**config.mk**
```make
export PLATFORM = sky130hd
export DESIGN_NAME = register_bank_sb
export DESIGN_NICKNAME = d
export VERILOG_FILES = /design/src/rtl/register_bank_pkg.sv /design/src/rtl/register_scoreboard.sv /design/src/rtl/register_bank_sb.sv
export SDC_FILE = /design/constraint.sdc
export NUM_CORES = 1
export LEC_CHECK = 0
export ABC_AREA = 1
export ABC_CLOCK_PERIOD_IN_PS = 4200
export CAP_MARGIN = 20
export CORE_UTILIZATION = 50
export DETAILED_ROUTE_END_ITERATION = 12
export PLACE_DENSITY = 0.67
export SETUP_SLACK_MARGIN = 0.05
export SYNTH_ARGS = -nofsm -noshare
export SYNTH_HDL_FRONTEND = slang
export SYNTH_SLANG_ARGS = --single-unit
```
**constraint.sdc**
```tcl
create_clock -name clk -period 4.2 [get_ports clk]
set_input_delay 0.84 -clock clk [delete_from_list [all_inputs] [get_ports clk]]
set_output_delay 0.84 -clock clk [all_outputs]
set_load 0.005 [all_outputs]
```
**src/rtl/register_bank_pkg.sv**
```systemverilog
// Shared defaults for the register bank and its operand scoreboard, plus
// slice helpers for the ascending, port-0-leftmost flattened buses.
`define RB_LO(k, w) ((k) * (w))
`define RB_SLICE(k, w) `RB_LO(k, w) +: (w)

package register_bank_pkg;
  localparam int DEF_ADDRESS_SIZE  = 5;
  localparam int DEF_REGISTER_SIZE = 8;
  localparam int DEF_READ_PORTS    = 2;
  localparam int DEF_ZERO_REG      = 1;

  function automatic int depth_of(input int aw);
    return 1 << aw;
  endfunction
endpackage

```
**src/rtl/register_scoreboard.sv**
```systemverilog
// Per-register pending bits: operand ready flags, write-after-write detect and
// a registered count of outstanding producers.
module register_scoreboard
  import register_bank_pkg::*;
#(
  parameter int ADDRESS_SIZE = DEF_ADDRESS_SIZE,
  parameter int READ_PORTS   = DEF_READ_PORTS,
  parameter int ZERO_REG     = DEF_ZERO_REG
) (
  input  logic                                 clk,
  input  logic                                 reset,
  input  logic                                 write,
  input  logic [ADDRESS_SIZE-1:0]              addr_in,
  input  logic                                 reserve,
  input  logic [ADDRESS_SIZE-1:0]              addr_rsv,
  input  logic                                 flush,
  input  logic [0:READ_PORTS*ADDRESS_SIZE-1]   addr_out,
  output logic [0:READ_PORTS-1]                ready,
  output logic [ADDRESS_SIZE:0]                busy_count,
  output logic                                 waw
);
  localparam int DEPTH = depth_of(ADDRESS_SIZE);

  logic [DEPTH-1:0]      pend, pend_nxt, clr_mask, set_mask;
  logic [ADDRESS_SIZE:0] cnt_nxt;
  logic                  rsv_ok, same, inc, dec;

  assign rsv_ok = reserve && !(ZERO_REG != 0 && addr_rsv == '0);
  assign same   = write && (addr_in == addr_rsv);
  assign waw    = rsv_ok && pend[addr_rsv] && !same;

  // inc/dec track the popcount delta; a same-address write+reserve nets zero.
  assign inc = rsv_ok && !pend[addr_rsv];
  assign dec = write && pend[addr_in] && !(rsv_ok && same);

  always_comb begin
    clr_mask = '0;
    set_mask = '0;
    if (write)  clr_mask = DEPTH'(1) << addr_in;
    if (rsv_ok) set_mask = DEPTH'(1) << addr_rsv;
    pend_nxt = ((flush ? '0 : pend) & ~clr_mask) | set_mask;
    if (flush) cnt_nxt = (ADDRESS_SIZE+1)'(rsv_ok);
    else       cnt_nxt = busy_count + (ADDRESS_SIZE+1)'(inc) - (ADDRESS_SIZE+1)'(dec);
  end

  always_ff @(posedge clk) begin
    if (reset) begin
      pend       <= '0;
      busy_count <= '0;
    end else begin
      pend       <= pend_nxt;
      busy_count <= cnt_nxt;
    end
  end

  for (genvar k = 0; k < READ_PORTS; k++) begin : g_rdy
    logic [ADDRESS_SIZE-1:0] ra;
    assign ra       = addr_out[`RB_SLICE(k, ADDRESS_SIZE)];
    assign ready[k] = !pend[ra] || (write && addr_in == ra);
  end
endmodule

```
**src/rtl/register_bank_sb.sv**
```systemverilog
// Multi-ported register file with write-through bypass and an operand
// scoreboard; register 0 optionally reads as a constant zero.
module register_bank_sb
  import register_bank_pkg::*;
#(
  parameter int ADDRESS_SIZE  = DEF_ADDRESS_SIZE,
  parameter int REGISTER_SIZE = DEF_REGISTER_SIZE,
  parameter int READ_PORTS    = DEF_READ_PORTS,
  parameter int ZERO_REG      = DEF_ZERO_REG
) (
  input  logic                                 clk,
  input  logic                                 reset,
  input  logic                                 write,
  input  logic [ADDRESS_SIZE-1:0]              addr_in,
  input  logic [REGISTER_SIZE-1:0]             data_in,
  input  logic [0:READ_PORTS*ADDRESS_SIZE-1]   addr_out,
  output logic [0:READ_PORTS*REGISTER_SIZE-1]  data_out,
  output logic [0:READ_PORTS-1]                ready,
  input  logic                                 reserve,
  input  logic [ADDRESS_SIZE-1:0]              addr_rsv,
  input  logic                                 flush,
  output logic [ADDRESS_SIZE:0]                busy_count,
  output logic                                 waw
);
  localparam int DEPTH = depth_of(ADDRESS_SIZE);

  logic [REGISTER_SIZE-1:0] mem [DEPTH];
  logic                     wr_ok;

  // Writes to a hardwired zero register are dropped, so it never bypasses either.
  assign wr_ok = write && !(ZERO_REG != 0 && addr_in == '0);

  always_ff @(posedge clk) begin
    if (reset) begin
      for (int i = 0; i < DEPTH; i++) mem[i] <= '0;
    end else if (wr_ok) begin
      mem[addr_in] <= data_in;
    end
  end

  for (genvar k = 0; k < READ_PORTS; k++) begin : g_rd
    logic [ADDRESS_SIZE-1:0] ra;
    assign ra = addr_out[`RB_SLICE(k, ADDRESS_SIZE)];
    assign data_out[`RB_SLICE(k, REGISTER_SIZE)] = (wr_ok && addr_in == ra) ? data_in : mem[ra];
  end

  register_scoreboard #(
    .ADDRESS_SIZE(ADDRESS_SIZE),
    .READ_PORTS  (READ_PORTS),
    .ZERO_REG    (ZERO_REG)
  ) u_sb (
    .clk       (clk),
    .reset     (reset),
    .write     (write),
    .addr_in   (addr_in),
    .reserve   (reserve),
    .addr_rsv  (addr_rsv),
    .flush     (flush),
    .addr_out  (addr_out),
    .ready     (ready),
    .busy_count(busy_count),
    .waw       (waw)
  );
endmodule

```
Word level (Yosys, flattened, before mapping)
Memories as Yosys holds them, arrays and structs flattened.
Index checks and enable logic that the tools add are counted.
{"block": "word_totals", "out_inout_bits": 25, "ff_bits": 38, "input_bits": 33, "memories": 1, "mem_bits_rw": 256, "wordCells": 66}
{"block": "classes", "shifts": 2, "addsub": 2, "order_cmp": 4, "n_reduce_logical": 26, "n_eq_ne": 3, "muxes": 22, "n_bitwise": 3}
{"memory": "mem", "depth": 32, "width": 8, "read_ports": 2, "rd_ports_with_merged_regs": 0, "wr": 32, "line_no": "register_bank_sb.sv:27", "rtl": "logic [REGISTER_SIZE-1:0] mem [DEPTH];"}
{"operator": "32-bit 2-to-1 mux", "n": 3}
{"operator": "1-bit by 5-bit left shift with 32-bit output (first input constant)", "n": 2}
{"operator": "32-bit bitwise AND", "n": 1}
{"operator": "32-bit NOT", "n": 1}
{"operator": "32-bit bitwise OR", "n": 1}
{"operator": "5-bit by 6-bit < comparator with 1-bit output (second input constant)", "n": 4}
{"operator": "8-bit 2-to-1 mux", "n": 3}
{"operator": "1-bit binary-select mux with 5-bit select", "n": 4}
{"operator": "5-bit equality test", "n": 3}
{"operator": "1-bit logical AND", "n": 13}
{"operator": "1-bit 2-to-1 mux", "n": 11}
{"operator": "5-bit logical NOT", "n": 2}
{"operator": "8-bit OR reduction", "n": 1}
{"operator": "1-bit logical NOT", "n": 7}
{"operator": "6-bit by 1-bit adder with 6-bit output", "n": 1}
{"operator": "6-bit by 1-bit subtractor with 6-bit output", "n": 1}
{"operator": "5-bit 2-to-1 mux", "n": 1}
{"operator": "1-bit logical OR", "n": 2}
{"operator": "2-bit OR reduction", "n": 1}

Longest topological paths before layout
{"block": "logic_depth", "word_depth": 8, "ltp_mapped": 23, "depth_no_buf": 22}

Hierarchy
A second synthesis with hierarchy kept.
{"block": "unflattened", "hier_cells": 2558, "hier_area_um2": 18253.8}
{"mod": "register_bank_sb", "area_per_inst_um2": 14866.8, "cells_each": 1984, "instances": 1, "seq_area_each_um2": 7687.4}
{"mod": "register_scoreboard", "area_per_inst_um2": 3387.0, "cells_each": 574, "instances": 1, "seq_area_each_um2": 760.7}

Least setup slack after synthesis
Ideal clock, no wire load.
{"block": "synth_timing", "path_type": "input-to-reg", "from": "input addr_in[3]", "to": "register u_sb.busy_count[4]", "slack_ns": 0.864, "t_required_ns": 4.081, "path_buffers": 1, "arrival_ns": 3.217, "stages": 20, "setup_ns": 0.119, "cell_sequence": "buf_2 > inv_1 > nand2_1 > inv_2 > nand2_1 > nand2_1 > nor2_1 > nand2_1 > nand2_1 > nor2_1 > ha_1 > inv_1 > ha_1 > fa_1 > nand2_1 > inv_1 > o21ai_0 > nand2_1 > o21ai_0 > a21oi_1"}
{"block": "synth_between", "elab_chain_cells": 6, "word_cells_on_any_way": 9, "cone_classes": "add/sub: 1; eq/ne: 1; mux: 2; reduce/logical: 5"}
{"element": "from (decl)", "line_no": "register_bank_sb.sv:14", "rtl": "input logic [ADDRESS_SIZE-1:0] addr_in,"}
{"element": "branches (longest 4 deep; another with 1-bit binary-select mux with 5-bit select)"}
{"element": "1-bit logical AND *", "line_no": "register_scoreboard.sv:34", "rtl": "assign dec = write && pend[addr_in] && !(rsv_ok && same);"}
{"element": "6-bit by 1-bit subtractor with 6-bit output *", "line_no": "register_scoreboard.sv:43", "rtl": "else cnt_nxt = busy_count + (ADDRESS_SIZE+1)'(inc) - (ADDRESS_SIZE+1)'(dec);"}
{"element": "to (signal assigned)", "line_no": "register_scoreboard.sv:52", "rtl": "busy_count <= cnt_nxt;"}
{"element": "to (decl)", "line_no": "register_scoreboard.sv:19", "rtl": "output logic [ADDRESS_SIZE:0] busy_count,"}
Mark *: on every way between the ends. The select of a mux whose other input is x is not followed.
A chain may end at the register's enable or synchronous reset.

Worst setup path after layout
{"block": "layout_timing", "from": "input addr_out[2] (netlist bit)", "to": "output data_out[3] (netlist bit)"}
{"block": "layout_between", "elab_chain_cells": 3, "word_cells_on_any_way": 4, "cone_classes": "eq/ne: 1; mux: 1; reduce/logical: 1; memory: 1"}
{"element": "from (decl)", "line_no": "register_bank_sb.sv:16", "rtl": "input logic [0:READ_PORTS*ADDRESS_SIZE-1] addr_out,"}
{"element": "branches (longest 2 deep; another with memory read 32 x 8 bit)"}
{"element": "8-bit 2-to-1 mux *", "line_no": "register_bank_sb.sv:44", "rtl": "assign data_out[`RB_SLICE(k, REGISTER_SIZE)] = (wr_ok && addr_in == ra) ? data_in : mem[ra];"}
{"element": "to (decl)", "line_no": "register_bank_sb.sv:17", "rtl": "output logic [0:READ_PORTS*REGISTER_SIZE-1] data_out,"}
Mark *: on every way between the ends.

==> metrics.txt <==
outcome finished clean; drt via density 5.955; die width 194.4 um; DRC violations left 0; Crit Path Class in2out; Worst slew margin 0.3598; # diodes 0; Min-Delay Path Class reg2reg; Min-Delay Startpoint u_sb.pend[0]; Metal-1 WL 26990 um; top_reg_cell synth edfxtp_1; Met3 Wirelength 7028 um; Reg2Reg Setup Slack 1.47 ns; final WL 70290 um; vias in the first global route 17182; maximum VDD drop 0.3228 mV; CP Launch Type input pin; Core Region 36520 um2; met2 wire length 31850 um; worst skew pair latency 0.58 ns; Yosys reg bits 294; IO Pins 58; CTS max path bufs 3; number of max-slew violations in the final report 0; Distinct cells, synth 40; synthesized instance count 2524; Die ar. 37780 um2; final setup TNS 0 ns; final setup fails 0; Worst EP arrival 3.19 ns; max-cap violations 0; sequential fraction of the synthesis area 0.4566; root buf cell clkbuf_16; R2R cell count 16; number of synthesized flops with an enable pin 256; Worst Path Max Fanout 30; FFs w/ async S/R, synth 0; reg2reg end u_sb.busy_count[4]; ANT nets after route 0; Post-Layout Cell Count 3031; TritonCTS clock tree yes; Overflow after GRT 0; Fin Clk Skew 0.02527 ns; All-Layer GR Usage 0.3745; Worst Path Required 3.36 ns; top routing layer in use met4; Tightest Pin Transition 0.9567 ns; Syn Area/Cell 7.331 um2; largest net degree at the start of global routing 74; Rows 70; initial antenna violation count 0; DR pass1 iterations 8; synth warn 0; Initial Util 0.5066; die height 194.4 um; final hold vios 0; DR WL/cell 23.19 um; standby leakage power 8.931 nW; synthesized cell area 18500 um2; post-layout net count 2578; Filler cells 3459; clock buffer count from CTS 34; first-pass GRT wire length 106000 um; share of layout cells above drive strength 1 0.08311; Routability Congestion 1.019; Tmin final 4.026 ns; CTS hold repair buffers 0; P&R area growth vs syn 12.46%; Clock transition at path regs 0.06 ns; fmax 0.2484 GHz; fin crit share 0.9586; clk sinks 294; Setup crit end kind output port; DR iter-0 viols 2272; number of port buffers 57; via count 18050; WHS Path Cells 2; P per Cell Area 359.3 nW/um2; H-tree levels 2; DP HPWL 47220 um; RSZ-0062 raised after global routing no; # placed instances 2970; WHS Endpoint u_sb.pend[0]; RR Startpoint u_sb.pend[20]
## worst max-delay path by stage
stage,start,to,cells past startpoint
3_5_place_dp,addr_in[1],data_out[1],12
5_1_grt,addr_rsv[0],waw,11
3_3_place_gp,addr_in[1],data_out[5],12
2_1_floorplan,addr_in[3],u_sb.busy_count[4],20
6_report,addr_out[2],data_out[3],9
4_1_cts,addr_in[1],data_out[1],12
## metal layers
metal	vias to the layer above	GRT usage
met4	0	0.2222
met2	1103	0.5910
met3	223	0.06490
li1	8294	-
met5	-	0
met1	8430	0.4844
## worst max-delay path, cell delays in order
cell and delay (ns):
clkdlybuf4s50_1 0.57, clkinv_1 0.09, buf_4 0.27, nand3_1 0.24, nand3_1 0.17, nand3_1 0.13
nand3_1 0.08, nand2_1 0.21, clkdlybuf4s50_1 0.55
## stage by stage
stage                     setup WS (ns)  utilization  power (mW)  hold slack (ns)  cell area, um2
after global routing            0.09461       0.5698       7.689           0.5305           20810
final                            0.1739       0.5698       7.476           0.5055           20810
after CTS                        0.1432       0.5696       7.459           0.5055           20800
after floorplan                  0.8636            -       4.178           0.4412           18530
after global placement          0.08709       0.5417       4.686           0.4935           19780
after detailed placement        0.05026       0.5417       4.695           0.4962           19780
## cells in the mapped netlist (3+ instances only)
cell type  count  area (um2)
o311ai_0       9       78.83
nor3_1        24       120.1
nor2_2        25       156.4
a21oi_1       40       200.2
o32ai_1       16       140.1
xor2_1         4       35.03
ha_1           6       75.07
o22ai_1        7       43.79
o211ai_1      12       90.09
buf_2         73       365.4
clkinv_1       8       30.03
or2_2          3       18.77
nand3_4       21       367.9
o21ai_0       47       235.2
nand3_1      488        2442
inv_1        206       773.2
xnor2_1        3       26.28
nand3_2        6       60.06
nand2_1      818        3070
nor2_1       282        1059
clkbuf_1      79       296.5
buf_1         13       48.80
o31ai_1        8       60.06
nand4_1        3       18.77
edfxtp_1     256        7687
dfxtp_1       38       760.7
inv_2         11       41.29
## sequential cells by signal, indices dropped and copies added (netlist names)
register / flops
u_sb.pend: 32
mem: 256
u_sb.busy_count: 6
## where the power goes
group | internal, mW | switching (mW) | total, mW
Combinational | 0.394 | 0.889 | 1.28
Sequential | 3.32 | 0.0680 | 3.39
Clock | 1.51 | 1.29 | 2.80
## final cells by class
type / count / area [um2] / area share
multi-input cells: 1842 / 8466 / 0.4068
flip-flops and latches: 294 / 8448 / 0.4060
repair buffers: 140 / 1431 / 0.06879
clock buffers: 41 / 877.1 / 0.04215
inverters: 226 / 860.8 / 0.04137
well taps: 468 / 585.6 / 0.02814
clock inverters: 20 / 140.1 / 0.006734
## cell usage in the layout, fill, tap and decap left out, types with 9 or more instances in the layout
cell type and count:
buf_4 65, clkbuf_16 34, o32ai_1 16, edfxtp_1 256, nor2_2 26, dfxtp_1 38, inv_2 13, nand3_4 21
clkinv_1 16, o21ai_0 47, inv_1 201, nor2_1 281, clkdlybuf4s50_1 52, nor3_1 24, nand3_1 488, nand2_1 818
o311ai_0 9, o211ai_1 12, a21oi_1 40, buf_12 20
## kinds of logic after synthesis
kind of cell	Yosys count	synth area share
compound gates	141	0.04652
xor+xnor	7	0.003313
simple gates	1679	0.4008
buf+inv	395	0.08750
flops	294	0.4566
fa+ha+maj	7	0.005139
other cells	1	0.0002027
## timing repair
action / 4_1_cts / 5_1_grt
setup buffers: 0 / 0
endpoints found under the setup margin: 2 / 6
resized for setup: 1 / 3
hold endpoints to repair: 0 / 0
cloned: 0 / 0
pin swaps: 0 / 0
No activity file was read; power rests on OpenSTA's default activity.
